## src/rtl/matrix_stream_writer.sv

```systemverilog
// matrix_stream_writer
// Latches one packed DIM x DIM matrix of signed DATA_W-bit elements and
// streams the active n x n window (n = size + 2) out row-major, one element
// per accepted beat, with its grid address and a last-beat marker. A one-cycle
// done pulse follows the final accepted beat.
//
// Handshake: a beat transfers on a rising clock edge when out_valid && out_ready.
// While out_valid is high and out_ready is low, out_data/out_addr/out_last
// hold steady and out_valid stays high. out_ready is a don't-care when
// out_valid is low.

module matrix_stream_writer #(
  parameter int DATA_W = 8,
  parameter int DIM    = 5
) (
  input  logic                      clk,
  input  logic                      rst,
  input  logic                      start,
  input  logic [DIM*DIM*DATA_W-1:0] matrix,
  input  logic [1:0]                size,
  output logic                      busy,
  output logic                      out_valid,
  input  logic                      out_ready,
  output logic [DATA_W-1:0]         out_data,
  output logic [4:0]                out_addr,
  output logic                      out_last,
  output logic                      done,
  output logic [1:0]                dbg_state
);

  localparam int BUS_W  = DIM * DIM * DATA_W;
  localparam int CNT_W  = 3;
  localparam int ADDR_W = 5;
  localparam int NUM_EL = DIM * DIM;

  typedef enum logic [1:0] {
    S_IDLE = 2'd0,
    S_SEND = 2'd1,
    S_DONE = 2'd2
  } state_t;

  state_t state;
  state_t state_next;

  // Latched copies of the request; the live inputs are ignored once streaming.
  logic [BUS_W-1:0]  mat_q;
  logic [1:0]        size_q;

  // Position of the beat currently presented (or about to be presented).
  logic [CNT_W-1:0]  row;
  logic [CNT_W-1:0]  col;

  // Highest row/col index of the active window: n-1 = size+1.
  logic [CNT_W-1:0]  lim;

  logic              accept;
  logic              xfer;
  logic              at_row_end;
  logic              at_last_row;
  logic              at_last;
  logic [ADDR_W-1:0] grid_addr;

  // Unpacked view of the latched bus; element k = 5*i+j sits at the top end
  // of the bus for k = 0 and at the bottom for k = 24.
  logic [DATA_W-1:0] elem [NUM_EL];

  for (genvar k = 0; k < NUM_EL; k++) begin : g_unpack
    assign elem[k] = mat_q[BUS_W-1-DATA_W*k -: DATA_W];
  end

  assign lim         = {{(CNT_W-2){1'b0}}, size_q} + CNT_W'(1);
  assign accept      = (state == S_IDLE) && start;
  assign xfer        = (state == S_SEND) && out_ready;
  assign at_row_end  = (col == lim);
  assign at_last_row = (row == lim);
  assign at_last     = at_row_end && at_last_row;
  assign grid_addr   = ADDR_W'(row) * ADDR_W'(DIM) + ADDR_W'(col);

  // State register: reset drops straight to IDLE, abandoning any beat in flight.
  always_ff @(posedge clk or negedge rst) begin
    if (!rst) begin
      state <= S_IDLE;
    end else begin
      state <= state_next;
    end
  end

  // Next-state logic: IDLE -> SEND on start, SEND -> DONE on the last accepted
  // beat, DONE always returns to IDLE so a start seen during DONE is dropped.
  always_comb begin
    state_next = state;
    unique case (state)
      S_IDLE: begin
        if (start) begin
          state_next = S_SEND;
        end
      end
      S_SEND: begin
        if (xfer && at_last) begin
          state_next = S_DONE;
        end
      end
      S_DONE: begin
        state_next = S_IDLE;
      end
      default: begin
        state_next = S_IDLE;
      end
    endcase
  end

  // Output logic: everything is a function of state and the latched data, so
  // the presented beat cannot change while the sink stalls.
  always_comb begin
    busy      = 1'b0;
    out_valid = 1'b0;
    out_data  = '0;
    out_addr  = '0;
    out_last  = 1'b0;
    done      = 1'b0;
    unique case (state)
      S_IDLE: begin
        busy = 1'b0;
      end
      S_SEND: begin
        busy      = 1'b1;
        out_valid = 1'b1;
        out_data  = elem[grid_addr];
        out_addr  = grid_addr;
        out_last  = at_last;
      end
      S_DONE: begin
        done = 1'b1;
      end
      default: begin
        busy = 1'b0;
      end
    endcase
  end

  assign dbg_state = state;

  // Request latch: captured only when a start is accepted in IDLE.
  always_ff @(posedge clk or negedge rst) begin
    if (!rst) begin
      mat_q  <= '0;
      size_q <= '0;
    end else if (accept) begin
      mat_q  <= matrix;
      size_q <= size;
    end
  end

  // Row/column walk over the active window; advances only on a transfer and
  // wraps to the next row after column n-1, so no index ever exceeds n-1.
  always_ff @(posedge clk or negedge rst) begin
    if (!rst) begin
      row <= '0;
      col <= '0;
    end else if (accept) begin
      row <= '0;
      col <= '0;
    end else if (xfer) begin
      if (at_row_end) begin
        col <= '0;
        if (at_last_row) begin
          row <= '0;
        end else begin
          row <= row + CNT_W'(1);
        end
      end else begin
        col <= col + CNT_W'(1);
      end
    end
  end

endmodule

```

## config.mk

```make
export PLATFORM = sky130hd
export DESIGN_NAME = matrix_stream_writer
export DESIGN_NICKNAME = d
export VERILOG_FILES = /design/src/rtl/matrix_stream_writer.sv
export SDC_FILE = /design/constraint.sdc
export NUM_CORES = 1
export LEC_CHECK = 0
export CAP_MARGIN = 10
export CORE_MARGIN = 2
export CORE_UTILIZATION = 40
export CTS_CLUSTER_SIZE = 8
export DETAILED_ROUTE_END_ITERATION = 6
export GPL_TIMING_DRIVEN = 0
export PLACE_DENSITY = 0.66
export SYNTH_ARGS = -nofsm -noshare
export SYNTH_HDL_FRONTEND = slang
export SYNTH_SLANG_ARGS = --single-unit
```

## constraint.sdc

```tcl
create_clock -name clk -period 6.4 [get_ports clk]
set_clock_uncertainty 0.05 [all_clocks]
set_input_delay 1.28 -clock clk [delete_from_list [all_inputs] [get_ports clk]]
set_output_delay 1.28 -clock clk [all_outputs]
set_load 0.05 [all_outputs]
```

Word level (Yosys, flattened, before mapping)
Cells that the tools add are included.

word-level totals
  flip-flop bits (word level) = 210
  output and inout port bits = 19
  logic and storage cells = 45

cells by class
  add/subtract/negate cells = 4
  multipliers = 1
  magnitude comparators = 1
  equal/unequal tests = 6
  multiplexer cells = 18
  bitwise logic cells = 1
  reduce and logical (&&, ||, !) cells = 9

operators by type and width
  operator                                              count
  binary-select mux 8 bit (select 5 bit)                1
  2-to-1 mux 8 bit                                      3
  2-to-1 mux 3 bit                                      7
  adder 3 x 1 -> 3 bit (second input constant)          2
  equality test 3 bit                                   2
  >= comparator 6 bit (second input constant)           1
  NOT 5 -> 6 bit                                        1
  adder 5 x 3 -> 5 bit                                  1
  multiplier 3 x 3 -> 5 bit (second input constant)     1
  2-to-1 mux 5 bit                                      1
  logical AND 1 bit                                     4
  2-to-1 mux 2 bit                                      2
  case mux 2 bit (2 select lines)                       1
  AND reduction 2 bit                                   2
  nonzero test 2 bit                                    2
  adder 2 x 1 -> 3 bit (second input constant)          1
  2-to-1 mux 1 bit                                      3
  equality test 2 x 1 -> 1 bit (second input constant)  1
  equality test 2 bit (second input constant)           1
  zero test 2 bit                                       1
  != test 2 x 1 -> 1 bit (second input constant)        1
  != test 2 bit (second input constant)                 1

Logic depth before layout (Yosys ltp)
Gate-level depths: netlist of the first run.

  depth after elaboration = 7
  gate-level depth with buffers = 11
  gate-level depth less buffers = 9

Worst setup path before layout of the first run
OpenSTA, ideal clock, no wires.

  path kind = register -> output
  start point = reg row[0]
  end point = out out_data[2]
  data arrival time = 3.858 ns
  path slack = 1.212 ns
  stages on the path, launching flop included = 10
  path buffers = 2
  path through = dfrtp_1 -> ha_1 -> ha_1 -> inv_1 -> fa_1 -> clkbuf_1 -> clkbuf_1 -> a32o_1 -> nor3_1 -> nor4_1

between the ends
  longest elaborated chain between the ends = 7

ends and longest elaborated chain
  item                                                  line  source
  from (decl)                                           50    logic [CNT_W-1:0] row;
  from (signal assigned)                                169   row <= row + CNT_W'(1);
  multiplier 3 x 3 -> 5 bit                             77    assign grid_addr = ADDR_W'(row) * ADDR_W'(DIM) + ADDR_W'(col);
  adder 5 x 3 -> 5 bit                                  77
  NOT 5 -> 6 bit (implied by the code)                  128   out_data = elem[grid_addr];
  binary-select mux 8 bit (select 5 bit)                128
  2-to-1 mux 8 bit (implied by the code) (2 in series)  128
  2-to-1 mux 8 bit                                      121   unique case (state)
  to (decl)                                             24    output logic [DATA_W-1:0] out_data,

Every way passes these cells. The select of a mux whose other input is x is not followed.

Worst setup path in the final report of the first run
  start point = reg row[0]
  end point = out out_data[5]

The elaborated chain is that of the path after synthesis.

==> results of run 1 <==
==> cell families (layout without fill, tap and decap cells) <==
| family | Yosys count | after routing | share of synthesized area, % |
|---|---|---|---|
| flops | 210 | 210 | 53.10 |
| buf+inv | 49 | 306 | 2.920 |
| simple gates | 73 | 73 | 4.311 |
| other cells | 0 | 3 | 0 |
| fa+ha+maj | 12 | 12 | 1.593 |
| xor+xnor | 10 | 10 | 0.8849 |
| compound gates | 29 | 29 | 2.212 |
| mux | 261 | 261 | 34.98 |
==> worst max-delay path, delay by kind of cell, from the launching register on <==
| kind | cells | cell delay, ps |
|---|---|---|
| AOI/OAI and AO/OA | 1 | 120 |
| xor gates and xnor gates | 1 | 200 |
| adders and majority gates | 3 | 990 |
| and+or+nand+nor | 1 | 560 |
| buffers and inverters | 5 | 1810 |
| DFF | 1 | 460 |
==> sequential cells by signal (all words and copies together), names as in the netlist <==
register   count
col            3
dbg_state      2
elem         200
size_q         2
row            3
==> synthesized netlist by cell type (2+ instances only) <==
cell type | number | share of area, %
clkbuf_1 | 9 | 0.34
buf_4 | 2 | 0.15
dfrtp_1 | 210 | 53
ha_1 | 11 | 1.4
a2111oi_0 | 5 | 0.44
xnor2_1 | 4 | 0.35
and3_1 | 11 | 0.70
a2111oi_1 | 6 | 0.61
a21o_1 | 2 | 0.15
mux2i_1 | 11 | 1.1
and2_1 | 2 | 0.13
nor2b_1 | 15 | 0.95
nand3b_1 | 3 | 0.23
mux4_1 | 2 | 0.53
nor2_1 | 12 | 0.46
mux4_2 | 45 | 10
nand3_1 | 4 | 0.20
buf_6 | 4 | 0.46
buf_2 | 28 | 1.4
buf_12 | 2 | 0.40
inv_1 | 4 | 0.15
nand2b_1 | 2 | 0.13
a21oi_1 | 6 | 0.30
o21ai_0 | 4 | 0.20
mux2_2 | 203 | 23
nor3_1 | 3 | 0.15
xor2_1 | 6 | 0.53
nand2_1 | 7 | 0.27
nor3b_1 | 3 | 0.23
nor4_1 | 7 | 0.44
==> path summary, 6_finish.rpt <==
path,start,to,slack (ps),depth (start not counted)
worst max-delay path,row[0],out_data[5],390,11
worst min-delay path,elem[57],elem[57],450,1
worst max register to register,dbg_state[0],elem[106],3790,5
worst min register to register,elem[57],elem[57],450,1
max in group asynchronous,rst,elem[112],4560,2
min in group asynchronous,rst,elem[37],700,1
==> per-layer routing <==
layer,global-route usage [%],wire length [um],vias to the layer above
met2,36.25,13490,172
met4,6.006,652,0
met3,3.467,1188,35
met5,0,0,-
met1,28.95,11960,3319
li1,-,-,2918
==> cell type report <==
type	instances	area [um^2]	share of cell area (%)
antenna	3	7.507	0.05619
buffer	45	274.0	2.051
clock inverter	2	25.02	0.1873
sequential	210	5255	39.33
inverter	4	15.01	0.1124
timing repair buffer	225	2275	17.03
multi-input combinational	385	4353	32.58
tap	324	405.4	3.034
clock buffer	30	750.7	5.619
==> report_power, final <==
group / internal, mW / leakage, nW / switching [mW]
sequential: 2.00 / 2.50 / 0.332
clock: 0.817 / 0.381 / 0.536
combinational: 1.90 / 2.60 / 1.88
total: 4.72 / 5.48 / 2.75
==> through the flow <==
step | power, mW | hold slack, ps
6_report | 7.467 | 446.9
5_1_grt | 7.881 | 460.5
4_1_cts | 7.528 | 451.3
3_5_place_dp | 6.156 | 440.2
3_3_place_gp | 6.092 | 431.5
2_1_floorplan | 4.912 | 422.0
==> summary.md, run 1 <==
| Metric | Value |
|---|---|
| Pin count of the biggest net entering global routing | `113` |
| Core outline area | `24,320 um^2` |
| Post-layout util | `54.94%` |
| CP Class | `reg2out` |
| Clk Latency, worst-skew pair | `530 ps` |
| Clk sinks | `210` |
| GRT Resource Usage Total | `21.47%` |
| Syn Area/Cell | `15.37 um^2` |
| Port Buffers | `224` |
| Yosys warns | `0` |
| Worst VDD drop | `0.0004447 V` |
| CTS buffer count | `30` |
| CP Launch Type | `flop` |
| Post-Synthesis Cells | `644` |
| Number of global-route vias before repair | `7,100` |
| Final Cycle Share | `93.91%` |
| CTS clk-pin slew, worst paths | `50 ps` |
| CP dominant cell by count | `buf_2` |
| Final-layout fill cell count | `2,048` |
| Most common cell after layout, fill and taps aside | `clkdlybuf4s50_1` |
| Cell count after placement | `1,193` |
| Netlist cell types | `41` |
| WL/cell | `22.22 um` |
| Synthesis-to-finish area growth | `34.99%` |
| Final Instance Area | `13,360 um^2` |
| Slowest CP cell | `clkdlybuf4s50_1` |
| Detailed-placement wirelength estimate | `20.29 mm` |
| IO Pins | `225` |
| Vias per cell | `5.248` |
| Critical path data required time | `5070 ps` |
| Core Rows | `57` |
| Crit path DAT | `4680 ps` |
| Mapped Area | `9897 um^2` |
| Final Net Count | `1,119` |
| Max-slew violations | `0` |
| Final Non-Filler Cells | `1,228` |
| Number of synthesized flops with an enable pin | `0` |
| Die H | `161.3 um` |
| Die width | `161.3 um` |
| PwrDens | `558.9 nW/um^2` |
| Max incr delay on CP | `930 ps` |
| FF+latch count, synth | `210` |
| Async set-reset flop share out of synthesis | `100.0%` |
| Final min period | `6010 ps` |
| Total negative slack | `0 ps` |
| DRC | `0` |
| CP max FO | `10` |
| First-pass GRT wire length | `42.00 mm` |
| CP Cell Sequence | `ha_1 -> ha_1 -> inv_1 -> fa_1 -> xor2_1 -> buf_2 -> buf_2 -> buf_2 -> a2111oi_1 -> nor4_1 -> clkdlybuf4s50_1` |
| Initial antenna violation count | `3` |
| Min-delay worst type | `reg2reg` |
| H-tree levels | `1` |
| Highest Clock Rate | `166.4 MHz` |
| Dominant synthesized flop cell | `dfrtp_1` |
| RSZ-0062 raised after global routing | `no` |
| Register area share after synthesis | `53.10%` |
| # hold bufs at CTS | `0` |
| TritonCTS clock tree | `built` |
| Pre-CTS WS | `1074 ps` |
| Root buf cell | `clkbuf_16` |
| Ratio of cells with drive above 1 in the final layout | `35.52%` |
| Gpl congestion | `0.8017` |
| MaxCap Viol Count | `0` |
| Syn nets | `862` |
| Post-CTS Repair Setup Buffers | `0` |
| Final setup vio count | `0` |
| DRT Wirelength | `27.29 mm` |
| DRT Pass-1 Iters | `4` |
| Placed Instance Area | `12,580 um^2` |
| Cts repair resizes | `0` |
| DR iter-0 viols | `341` |
| P_leak | `5.484 nW` |
| Vias post-DR | `6,444` |
| Slew headroom | `45.95%` |
| Initial cell density of the core | `40.70%` |
| Hold Vio Cnt, Final | `0` |
| Final worst slack | `389.7 ps` |
| Global route total overflow | `0` |
| Status | `finished clean` |
| Worst slew pin tran | `810.7 ps` |
| Crit end category | `output pin` |
| Full die area | `26,020 um^2` |
| ANT nets after route | `0` |
| Max Root-Sink Buffers | `3` |
| Most frequent cells in the layout | `clkdlybuf4s50_1, dfrtp_1, mux2_2, mux4_2, clkbuf_16` |
(Power assumes the default switching activity.)
==> run 2, diff against run 1 <==
clock period = 7.65 ns   (was 6.4 ns; I/O delays follow)
==> results of run 2 <==
The final DEF is identical to that of run 1. Status: finished clean.
Among the figures that moved: setup slack after placement 1074 ps -> 2074 ps; setup slack after layout 389.7 ps -> 1390 ps; register-to-register setup slack 3790 ps -> 5040 ps; total power 7.467 mW -> 6.247 mW; worst IR drop on VDD 0.0004447 V -> 0.0003721 V
==> run 3, diff against run 2 <==
PLACE_DENSITY = 0.69   (was 0.66)
clock period = 5.5 ns   (was 7.65 ns; I/O delays follow)
==> run 3 against run 2 <==
Sequential cell count is the same. Wire length shrank 1.2%. Critical path depth decreased by 1. Core utilization about the same. Die area stayed put. Design area is essentially flat. Clock power up 42%. Cell count unchanged. Non-clock buffer count is the same.
==> summary.md, run 3 (synthesis results as in run 1) <==
| Metric | Value |
|---|---|
| P_leak | `5.510 nW (+0.47%)` |
| Synthesis-to-finish area growth | `34.98% (about the same)` |
| Worst slew pin tran | `759.1 ps (-51.62 ps)` |
| DRT Wirelength | `26.97 mm (-1.2%)` |
| Ratio of cells with drive above 1 in the final layout | `35.96% (+0.44 points)` |
| Highest Clock Rate | `187.0 MHz` |
| Crit end category | `output pin` |
| ANT nets after route | `0 (unchanged)` |
| Tot Pwr | `8.639 mW` |
| Clk sinks | `210 (unchanged)` |
| Hold path depth | `1 (unchanged)` |
| Source of the worst hold timing path | `elem[65]` |
| Core outline area | `24,320 um^2 (unchanged)` |
| Final Cycle Share | `97.20%` |
| DRT Pass-1 Iters | `4 (unchanged)` |
| Max Root-Sink Buffers | `3 (unchanged)` |
| Global route total overflow | `0 (unchanged)` |
| H-tree levels | `1 (unchanged)` |
| Clk Latency, worst-skew pair | `520 ps (about the same)` |
| R2R Setup Slk | `2910 ps` |
| Status | `finished clean` |
| Post-layout util | `54.93% (about the same)` |
| Die width | `161.3 um (unchanged)` |
| Worst VDD drop | `0.0008000 V` |
| PwrDens | `646.7 nW/um^2` |
| Initial cell density of the core | `40.70% (unchanged)` |
| Die H | `161.3 um (unchanged)` |
| CP max FO | `10 (unchanged)` |
| Final Net Count | `1,119 (unchanged)` |
| Slew headroom | `49.40% (+3.4 points)` |
| Max-slew violations | `0 (unchanged)` |
| Worst r2r dst | `elem[110]` |
| Hold Vio Cnt, Final | `0 (unchanged)` |
| Final setup vio count | `0 (unchanged)` |
| Worst Hold End | `elem[65]` |
| Total negative slack | `0 ps (unchanged)` |
| Final-layout fill cell count | `2,042 (-0.29%)` |
| Critical path data required time | `4350 ps` |
| Gpl congestion | `0.8439 (+5.3%)` |
| Hold Slack | `444.0 ps (-2.888 ps)` |
| CP Launch Type | `flop` |
| Most frequent cells in the layout | `clkdlybuf4s50_1, dfrtp_1, mux2_2, mux4_2, clkbuf_16` |
| WL/cell | `21.96 um (-1.2%)` |
| Vias per cell | `5.239 (-0.17%)` |
| Full die area | `26,020 um^2 (unchanged)` |
| Min-delay worst type | `reg2reg` |
| CTS buffer count | `30 (unchanged)` |
| Number of global-route vias before repair | `6,964 (-1.9%)` |
| MaxCap Viol Count | `0 (unchanged)` |
| Crit path DAT | `4200 ps (-480 ps)` |
| First-pass GRT wire length | `41.29 mm (-1.7%)` |
| CP Class | `reg2out` |
| Critical R2R Launch | `dbg_state[0]` |
| IO Pins | `225 (unchanged)` |
| DRC | `0 (unchanged)` |
| TritonCTS clock tree | `built` |
| Detailed-placement wirelength estimate | `20.04 mm (-1.3%)` |
| CTS clk-pin slew, worst paths | `50 ps (about the same)` |
| Final min period | `5346 ps` |
| DR iter-0 viols | `328 (-3.8%)` |
| Max reg flops | `200 (unchanged)` |
| Post-CTS Repair Setup Buffers | `0 (unchanged)` |
| Port Buffers | `224 (unchanged)` |
| Core Rows | `57 (unchanged)` |
| Most common cell after layout, fill and taps aside | `clkdlybuf4s50_1` |
| Root buf cell | `clkbuf_16` |
| R2r worst-path depth | `5 (unchanged)` |
| # hold bufs at CTS | `0 (unchanged)` |
| Initial antenna violation count | `2 (-1)` |
| RSZ-0062 raised after global routing | `no` |
| GRT Resource Usage Total | `21.05% (-0.41 points)` |
| Pin count of the biggest net entering global routing | `115 (+1.8%)` |
| Vias post-DR | `6,433 (-0.17%)` |
-- run 3: power breakdown --
group          switching, mW  internal (mW)
clock network          0.621          0.975
logic                   2.18           2.14
registers              0.395           2.33
total                   3.20           5.44
-- run 3: worst max path at each step --
stage	start	to	slack (ps)	depth (start not counted)
floorplan	row[0]	out_data[2]	490	9
global placement	rst	elem[21]	-5800	1
detailed placement	row[0]	out_data[0]	320	11
CTS	row[0]	out_data[6]	30	12
global route	row[0]	out_data[7]	0.5	12
finish	row[0]	out_data[2]	150	10
-- run 3: what timing repair did --
item                                    in CTS  in global routing
endpoints found under the setup margin       7                  5
cloned                                       0                  0
resized for setup                            7                 12
pin swaps                                    0                  0
-- run 3: layer usage --
| layer | track usage, % | vias up | wire, um |
|---|---|---|---|
| met5 | 0 | - | 0 |
| met2 | 34.71 | 197 | 13260 |
| met4 | 6.088 | 0 | 614 |
| met1 | 29.12 | 3301 | 11770 |
| li1 | - | 2906 | - |
| met3 | 3.261 | 29 | 1327 |
-- run 3: final cells by class --
class / count / area, um^2 / share of cell area [%]
Buffer: 45 / 274.0 / 2.051
Inverter: 4 / 15.01 / 0.1124
Timing Repair Buffer: 225 / 2258 / 16.91
Clock buffer: 31 / 775.7 / 5.807
Sequential cell: 210 / 5255 / 39.34
Tap cell: 324 / 405.4 / 3.035
Antenna cell: 3 / 7.507 / 0.05620
Multi-Input combinational cell: 385 / 4359 / 32.63
Clock inverter: 1 / 8.758 / 0.06556
-- run 3: critical path: stages, from the launching register on --
cell and delay [ps]:
dfrtp_1 470, ha_1 330, ha_1 300, inv_1 50
fa_1 500, clkbuf_1 380, clkbuf_1 430, a32o_1 230
nor3_1 40, nor4_1 290, dlygate4sd2_1 620
-- run 3: stage by stage --
step / worst slack, ps / area (um^2) / cells
after detailed placement: 324.2 / 12580 / 1193
after global routing: 0.4592 / 13360 / 1227
after floorplan: 492.0 / 9897 / 644
after CTS: 33.14 / 13350 / 1225
final: 153.8 / 13360 / 1228
after global placement: -5797 / 12540 / 1192
